**config.mk**
```make
export PLATFORM = sky130hd
export DESIGN_NAME = zet_nmi_hlt_ctrl
export DESIGN_NICKNAME = d
export VERILOG_FILES = /design/src/rtl/zet_nmi_hlt_ctrl.sv
export SDC_FILE = /design/constraint.sdc
export NUM_CORES = 1
export LEC_CHECK = 0
export ABC_CLOCK_PERIOD_IN_PS = 5100
export CAP_MARGIN = 5
export CORE_ASPECT_RATIO = 1.1
export CORE_MARGIN = 2
export CORE_UTILIZATION = 40
export CTS_CLUSTER_DIAMETER = 80
export CTS_CLUSTER_SIZE = 25
export DETAILED_ROUTE_END_ITERATION = 6
export PLACE_DENSITY = 0.67
export SYNTH_ARGS = -nofsm -noshare
export SYNTH_HDL_FRONTEND = slang
export SYNTH_SLANG_ARGS = --single-unit
```
**constraint.sdc**
```tcl
create_clock -name clk -period 5.1 [get_ports clk]
set_input_delay 0.51 -clock clk [delete_from_list [all_inputs] [get_ports clk]]
set_output_delay 0.51 -clock clk [all_outputs]
set_load 0.02 [all_outputs]
```
**src/rtl/zet_nmi_hlt_ctrl.sv**
```systemverilog
// NMI capture/arbitration and HLT wait-state controller for the Zet core.
// Serialises synchronised NMI edges toward decode and produces the halt-aware core stall.
module zet_nmi_hlt_ctrl #(
    parameter int unsigned NMI_CH      = 2,
    parameter int unsigned SYNC_STAGES = 2,
    parameter int unsigned HLT_TO      = 0,
    parameter int unsigned CNT_W       = 16,
    localparam int unsigned SRC_W      = (NMI_CH > 1) ? $clog2(NMI_CH) : 1
) (
    input  logic              clk,
    input  logic              rst,
    input  logic [NMI_CH-1:0] nmi_i,
    input  logic [NMI_CH-1:0] nmi_mask,
    input  logic              nmia,
    output logic              nmir,
    output logic [SRC_W-1:0]  nmi_src,
    output logic [NMI_CH-1:0] nmi_pend,
    input  logic              intr,
    input  logic              ifl,
    input  logic              hlt_op,
    input  logic              cpu_block,
    output logic              block_or_hlt,
    output logic              halted,
    output logic [CNT_W-1:0]  halt_cycles,
    output logic              hlt_to
);

    typedef enum logic {
        ST_RUN  = 1'b0,
        ST_HALT = 1'b1
    } state_e;

    localparam bit               TO_EN   = (HLT_TO != 0);
    localparam logic [CNT_W-1:0] CNT_MAX = '1;
    localparam logic [CNT_W-1:0] TO_LAST = CNT_W'((HLT_TO == 0) ? 0 : HLT_TO - 1);

    logic [SYNC_STAGES-1:0][NMI_CH-1:0] sync_q;
    logic [NMI_CH-1:0] prev_q;
    logic [NMI_CH-1:0] pend_q, pend_d;
    logic [NMI_CH-1:0] rise;
    logic [NMI_CH-1:0] req_vec;
    logic              nmir_q, nmir_d;
    logic              nmia_q;
    logic [SRC_W-1:0]  src_q, src_d, src_low;
    logic              ack, grant;

    state_e            state_q, state_d;
    logic              hlt_op_q;
    logic [CNT_W-1:0]  cnt_q, cnt_d;
    logic              hlt_to_q, hlt_to_d;
    logic              wake, to_hit, hlt_in;

    // Synchroniser chain, edge-detect history and registered acknowledge
    always_ff @(posedge clk) begin
        if (rst) begin
            sync_q <= '0;
            prev_q <= '0;
            nmia_q <= 1'b0;
        end else begin
            sync_q <= {sync_q[SYNC_STAGES-2:0], nmi_i};
            prev_q <= sync_q[SYNC_STAGES-1];
            nmia_q <= nmia;
        end
    end

    assign rise    = sync_q[SYNC_STAGES-1] & ~prev_q;
    assign req_vec = pend_q & ~nmi_mask;
    assign ack     = nmir_q & nmia_q;
    assign grant   = ~nmir_q & ~nmia_q & (|req_vec);

    always_comb begin
        src_low = '0;
        for (int i = int'(NMI_CH) - 1; i >= 0; i--) begin
            if (req_vec[i]) src_low = SRC_W'(i);
        end
    end

    // A fresh edge on the channel being retired keeps that channel pending
    always_comb begin
        pend_d = pend_q | rise;
        nmir_d = nmir_q;
        src_d  = src_q;
        for (int i = 0; i < int'(NMI_CH); i++) begin
            if (ack && (src_q == SRC_W'(i))) pend_d[i] = rise[i];
        end
        if (ack) begin
            nmir_d = 1'b0;
        end else if (grant) begin
            nmir_d = 1'b1;
            src_d  = src_low;
        end
    end

    always_ff @(posedge clk) begin
        if (rst) begin
            pend_q <= '0;
            nmir_q <= 1'b0;
            src_q  <= '0;
        end else begin
            pend_q <= pend_d;
            nmir_q <= nmir_d;
            src_q  <= src_d;
        end
    end

    assign to_hit = TO_EN && (state_q == ST_HALT) && (cnt_q == TO_LAST);
    assign wake   = (intr & ifl) | nmir_q | to_hit;
    assign hlt_in = hlt_op & ~hlt_op_q & ~wake;

    // Halt FSM state register
    always_ff @(posedge clk) begin
        if (rst) begin
            state_q  <= ST_RUN;
            hlt_op_q <= 1'b0;
            cnt_q    <= '0;
            hlt_to_q <= 1'b0;
        end else begin
            state_q  <= state_d;
            hlt_op_q <= hlt_op;
            cnt_q    <= cnt_d;
            hlt_to_q <= hlt_to_d;
        end
    end

    // Halt FSM next state; the counter is frozen on the exit edge for readout
    always_comb begin
        state_d  = state_q;
        cnt_d    = cnt_q;
        hlt_to_d = 1'b0;
        case (state_q)
            ST_RUN: begin
                if (hlt_in) begin
                    state_d = ST_HALT;
                    cnt_d   = '0;
                end
            end
            ST_HALT: begin
                if (wake) begin
                    state_d  = ST_RUN;
                    hlt_to_d = to_hit;
                end else if (cnt_q != CNT_MAX) begin
                    cnt_d = cnt_q + CNT_W'(1);
                end
            end
        endcase
    end

    // Stall output: only the bus stall passes through while reset is asserted
    always_comb begin
        block_or_hlt = cpu_block;
        if (!rst && ((state_q == ST_HALT) || hlt_in)) block_or_hlt = 1'b1;
    end

    assign nmir        = nmir_q;
    assign nmi_src     = src_q;
    assign nmi_pend    = pend_q;
    assign halted      = (state_q == ST_HALT);
    assign halt_cycles = cnt_q;
    assign hlt_to      = hlt_to_q;

endmodule

```
Word-level counts from Yosys, hierarchy flattened:

Index checks and enable logic that the tools add are counted.
Widths: inputs -> output; s select.

* bits in registers: 29
* output and inout bits: 23

* reductions and logical operators: 9
* add/sub/neg operators: 1
* eq/ne operators: 4
* bitwise gates (word level): 19
* muxes and demuxes: 12

Operators with widths (count)
* $mux 16: 3
* $pmux 16 s2: 1
* $add 16x1->16 const B: 1
* $ne 16x16->1 const B: 1
* $mux 1: 7
* $not 1->1: 7
* $and 1x1->1: 6
* $and 2x2->2: 2
* $ne 2x2->1 const B: 2
* $not 2->2: 2
* $reduce_or 2->1: 2
* $logic_and 1x1->1: 3
* $reduce_and 3->1: 1
* $ne 2x1->1 const B: 1
* $or 2x2->2: 1
* $pmux 1 s2: 1
* $reduce_and 2->1: 1
* $logic_not 1->1: 1
* $logic_or 1x1->1: 1
* $or 1x1->1: 1

Depth between registers and ports, before layout:

* depth after elaboration: 7
* gate-level depth with buffers: 6
* depth with buffers taken out: 6

Worst setup path before layout:

OpenSTA, ideal clock, no wires.

* path type: register -> output
* start: register state_q (netlist: halted)
* end: output port block_or_hlt
* buffers on the path: 2
* arrival time: 1.465 ns
* required time: 4.590 ns
* stages on the path, launching flop included: 5
* slack: 3.125 ns
* cells stage by stage: dfxtp_1 clkbuf_1 buf_1 nor2_1 o21bai_1

* longest elaborated chain between the ends: 3

RTL lines
* start, declared: line 47 `state_e state_q, state_d;`
* start signal, assigned: line 118 `state_q <= state_d;`
* $logic_or 1x1->1: line 151 `if (!rst && ((state_q == ST_HALT) || hlt_in)) block_or_hlt = 1'b1;`
* $logic_and 1x1->1: line 151
* $mux 1: line 151
* end, declared: line 22 `output logic block_or_hlt,`

No other way between the ends.

Final worst setup path:

* start: input port intr
* end: output port block_or_hlt

* longest elaborated chain between the ends: 7

RTL lines
* start, declared: line 18 `input logic intr,`
* $and 1x1->1: line 107 `assign wake = (intr & ifl) | nmir_q | to_hit;`
* $or 1x1->1: line 107
* $not 1->1: line 108 `assign hlt_in = hlt_op & ~hlt_op_q & ~wake;`
* $and 1x1->1: line 108
* $logic_or 1x1->1: line 151
* $logic_and 1x1->1: line 151
* $mux 1: line 151

No other way between the ends.

==> impl_metrics.env <==
export IMPL_skew_ns=0.005549
export IMPL_synth_area_leaders="dfxtp_1 (43%), nor2b_1 (6.1%), a21oi_1 (4.9%)"
export IMPL_grt_pass1_wl_um=5326
export IMPL_postCtsSetupBuffers=0
export IMPL_period_minus_slack_ns=2.852
export IMPL_worstMarginPinSlew_ns=0.7623
export IMPL_synth_area_sq_mm=0.001340
export IMPL_finalHoldViolations=0
export IMPL_p_seq_frac=0.571
export IMPL_grt_setup_unrepaired="false"
export IMPL_drv_cap=0
export IMPL_final_layout_size_suffix_gt1_frac=0.08021
export IMPL_hold_slack_ns=0.4589
export IMPL_timing_critical_path_buf_inv=2
export IMPL_cts_buffers=5
export IMPL_antenna_cells=0
export IMPL_max_freq_mhz=350.7
export IMPL_synth_cell_type_count=41
export IMPL_ctsResizeCount=0
export IMPL_worstSetupEndpointType="primary output"
export IMPL_fillers=323
export IMPL_finalSetupViolations=0
export IMPL_cts_hold_buf=0
export IMPL_internal_power_w=0.0003080
export IMPL_cp_max_fo=5
export IMPL_startpoint_type="input port"
export IMPL_status="finished, final reports clean"
export IMPL_finalNetCount=198
export IMPL_cts_tree="built"
export IMPL_clk_pin_slew_worst_paths_ns=0.08
export IMPL_syn_inst=153
export IMPL_cpMostUsedCell="clkdlybuf4s50_1"
export IMPL_syn_area_per_cell_sq_um=8.758
export IMPL_ant_nets=0
export IMPL_grt_pass1_vias=1196
export IMPL_drt_initial_drc_count=46
export IMPL_synth_most_common_cell="dfxtp_1"
export IMPL_groute_usage_overall=0.1861
export IMPL_drv_slew=0
export IMPL_p_sw_frac=0.2638
export IMPL_drcViolationCount=0
export IMPL_synth_edff_count=0
export IMPL_yosysTopAreaCell="dfxtp_1"
export IMPL_yosys_warnings=0
export IMPL_cp_top_family="buffers and inverters"
export IMPL_slowest_delay_ns=0.62
export IMPL_ys_seq_elements=29
export IMPL_synth_common_cells="dfxtp_1 (29), nand2_1 (16), a21oi_1 (13), nor2b_1 (13), nand3_1 (9)"
export IMPL_areaGrowthSynthToFinish_pct=28.66
export IMPL_r2r_start="halted"
export IMPL_path_cells="clkdlybuf4s50_1 > a21oi_1 > o21a_1 > nor2_1 > o21bai_1 > clkdlybuf4s50_1"
export IMPL_root_buffer="clkbuf_4"
export IMPL_p_sw_w=0.0001103
export IMPL_dieHeight_um=64.71
export IMPL_insertion_delay_ns=0.33
export IMPL_clk_path_buf_depth=2
export IMPL_antenna_found_initial=0
export IMPL_syn_num_nets=165
export IMPL_dp_hpwl_um=2246
export IMPL_critPathKind="in -> out"
export IMPL_power_leakage_nw=0.5504
export IMPL_worstHoldStart="sync_q[0]"
export IMPL_cts_sinks=29
export IMPL_yosysSeqAreaShare=0.4332
export IMPL_die_w_um=59.19
export IMPL_routabilityCongestion=0.8461
export IMPL_numPortBuffers=32
export IMPL_p_comb_frac=0.113
export IMPL_cp_data_required_time_ns=4.59
export IMPL_tns_ns=0
export IMPL_routed_wl_um=3213
export IMPL_dr_pass1_iters=4
export IMPL_max_slew_margin_rel=0.4911
export IMPL_start_util=0.4091
export IMPL_ir_drop_v=0.0001722
export IMPL_grt_ovfl_total=0
export IMPL_die_area_sq_mm=0.003830
export IMPL_grt_max_degree=31
export IMPL_cp_arrival_ns=2.34
export IMPL_min_path_type="reg -> reg"
export IMPL_synth_top_area_share=0.4332
export IMPL_power_density_mw_per_mm2=242.6
export IMPL_ios=34
export IMPL_synthFlopType="dfxtp_1"
export IMPL_viasPerCell=5.682
export IMPL_clkPwrFrac=0.317
export IMPL_htree_levels=2
export IMPL_wl_per_cell_um=14.41
export IMPL_cp_slowest_cell="clkdlybuf4s50_1"
export IMPL_core_area_sq_mm=0.003276
export IMPL_startpoint="intr"
export IMPL_vias=1267
export IMPL_row_count=22
export IMPL_fin_crit_sh=0.5592
export IMPL_async_flop_share=0
[through the flow]
step / setup slack, ns / std cells / cell area [sq um] / util / power (W)
finish: 2.248 / 223 / 1724 / 0.5264 / 0.0004183
CTS: 2.235 / 223 / 1724 / 0.5264 / 0.0004247
global route: 2.088 / 223 / 1724 / 0.5264 / 0.0004437
detailed placement: 2.241 / 215 / 1675 / 0.5115 / 0.0002912
floorplan: 3.125 / 153 / 1340 / - / 0.0002700
global placement: 2.310 / 215 / 1675 / 0.5115 / 0.0002891
[flip-flops by register name, summed over array words and instances, names as in the netlist]
name and count:
halt_cycles 16, sync_q 4, nmi_pend 2, prev_q 2
halted 1, hlt_op_q 1, nmi_src 1, nmia_q 1
nmir 1
[layout by cell type (no fill, tap or decap), types with 2 or more instances in the layout]
| master | n |
|---|---|
| a211oi_1 | 3 |
| a21oi_1 | 13 |
| a21oi_4 | 2 |
| a311oi_1 | 6 |
| a31oi_1 | 6 |
| and3_1 | 5 |
| clkbuf_1 | 3 |
| clkbuf_4 | 5 |
| clkdlybuf4s50_1 | 32 |
| dfxtp_1 | 29 |
| nand2_1 | 16 |
| nand2b_1 | 2 |
| nand3_1 | 9 |
| nand4_1 | 3 |
| nor2_1 | 8 |
| nor2_2 | 2 |
| nor2b_1 | 13 |
| nor3_1 | 3 |
| o21ai_0 | 5 |
[cell type report]
type	count	area (sq um)	share of cell area
Multi-Input combinational cell	116	718.2	0.4165
Sequential cell	29	580.6	0.3367
Timing Repair Buffer	33	327.8	0.1901
Clock buffer	8	48.80	0.02830
Tap cell	36	45.04	0.02612
Inverter	1	3.754	0.002177
[logic make-up after synthesis]
kind of cell | synth area share
AOI/OAI and AO/OA | 0.2278
buffers and inverters | 0.03081
other | 0.002798
adders and majority gates | 0.009336
DFF | 0.4332
and+or+nand+nor | 0.2885
muxes | 0.007470
[power by group through the flow]
stage	Clock [W]	Combinational, W	Sequential [W]
final	0.000132	0.0000472	0.000239
after global routing	0.000152	0.0000515	0.000240
after CTS	0.000139	0.0000475	0.000239
after detailed placement	0	0.0000472	0.000244
after global placement	0	0.0000456	0.000244
after floorplan	0	0.0000265	0.000243
[per-layer routing]
layer  track usage  vias to the layer above  part of all wire
met5             0                        -                 0
met4        0.1193                        0             0.032
met3       0.04192                       10             0.030
met2        0.2912                       31              0.48
met1        0.2246                      596              0.46
li1              -                      630                 -
[final timing paths]
path | endpoint | slack [ns] | cells past startpoint
hold / removal | sync_q[2] | 0.46 | 1
setup / recovery | block_or_hlt | 2.25 | 6
hold reg to reg | sync_q[2] | 0.46 | 1
setup reg to reg | halt_cycles[3] | 3.02 | 4
Power figures use the tool's default switching activity.
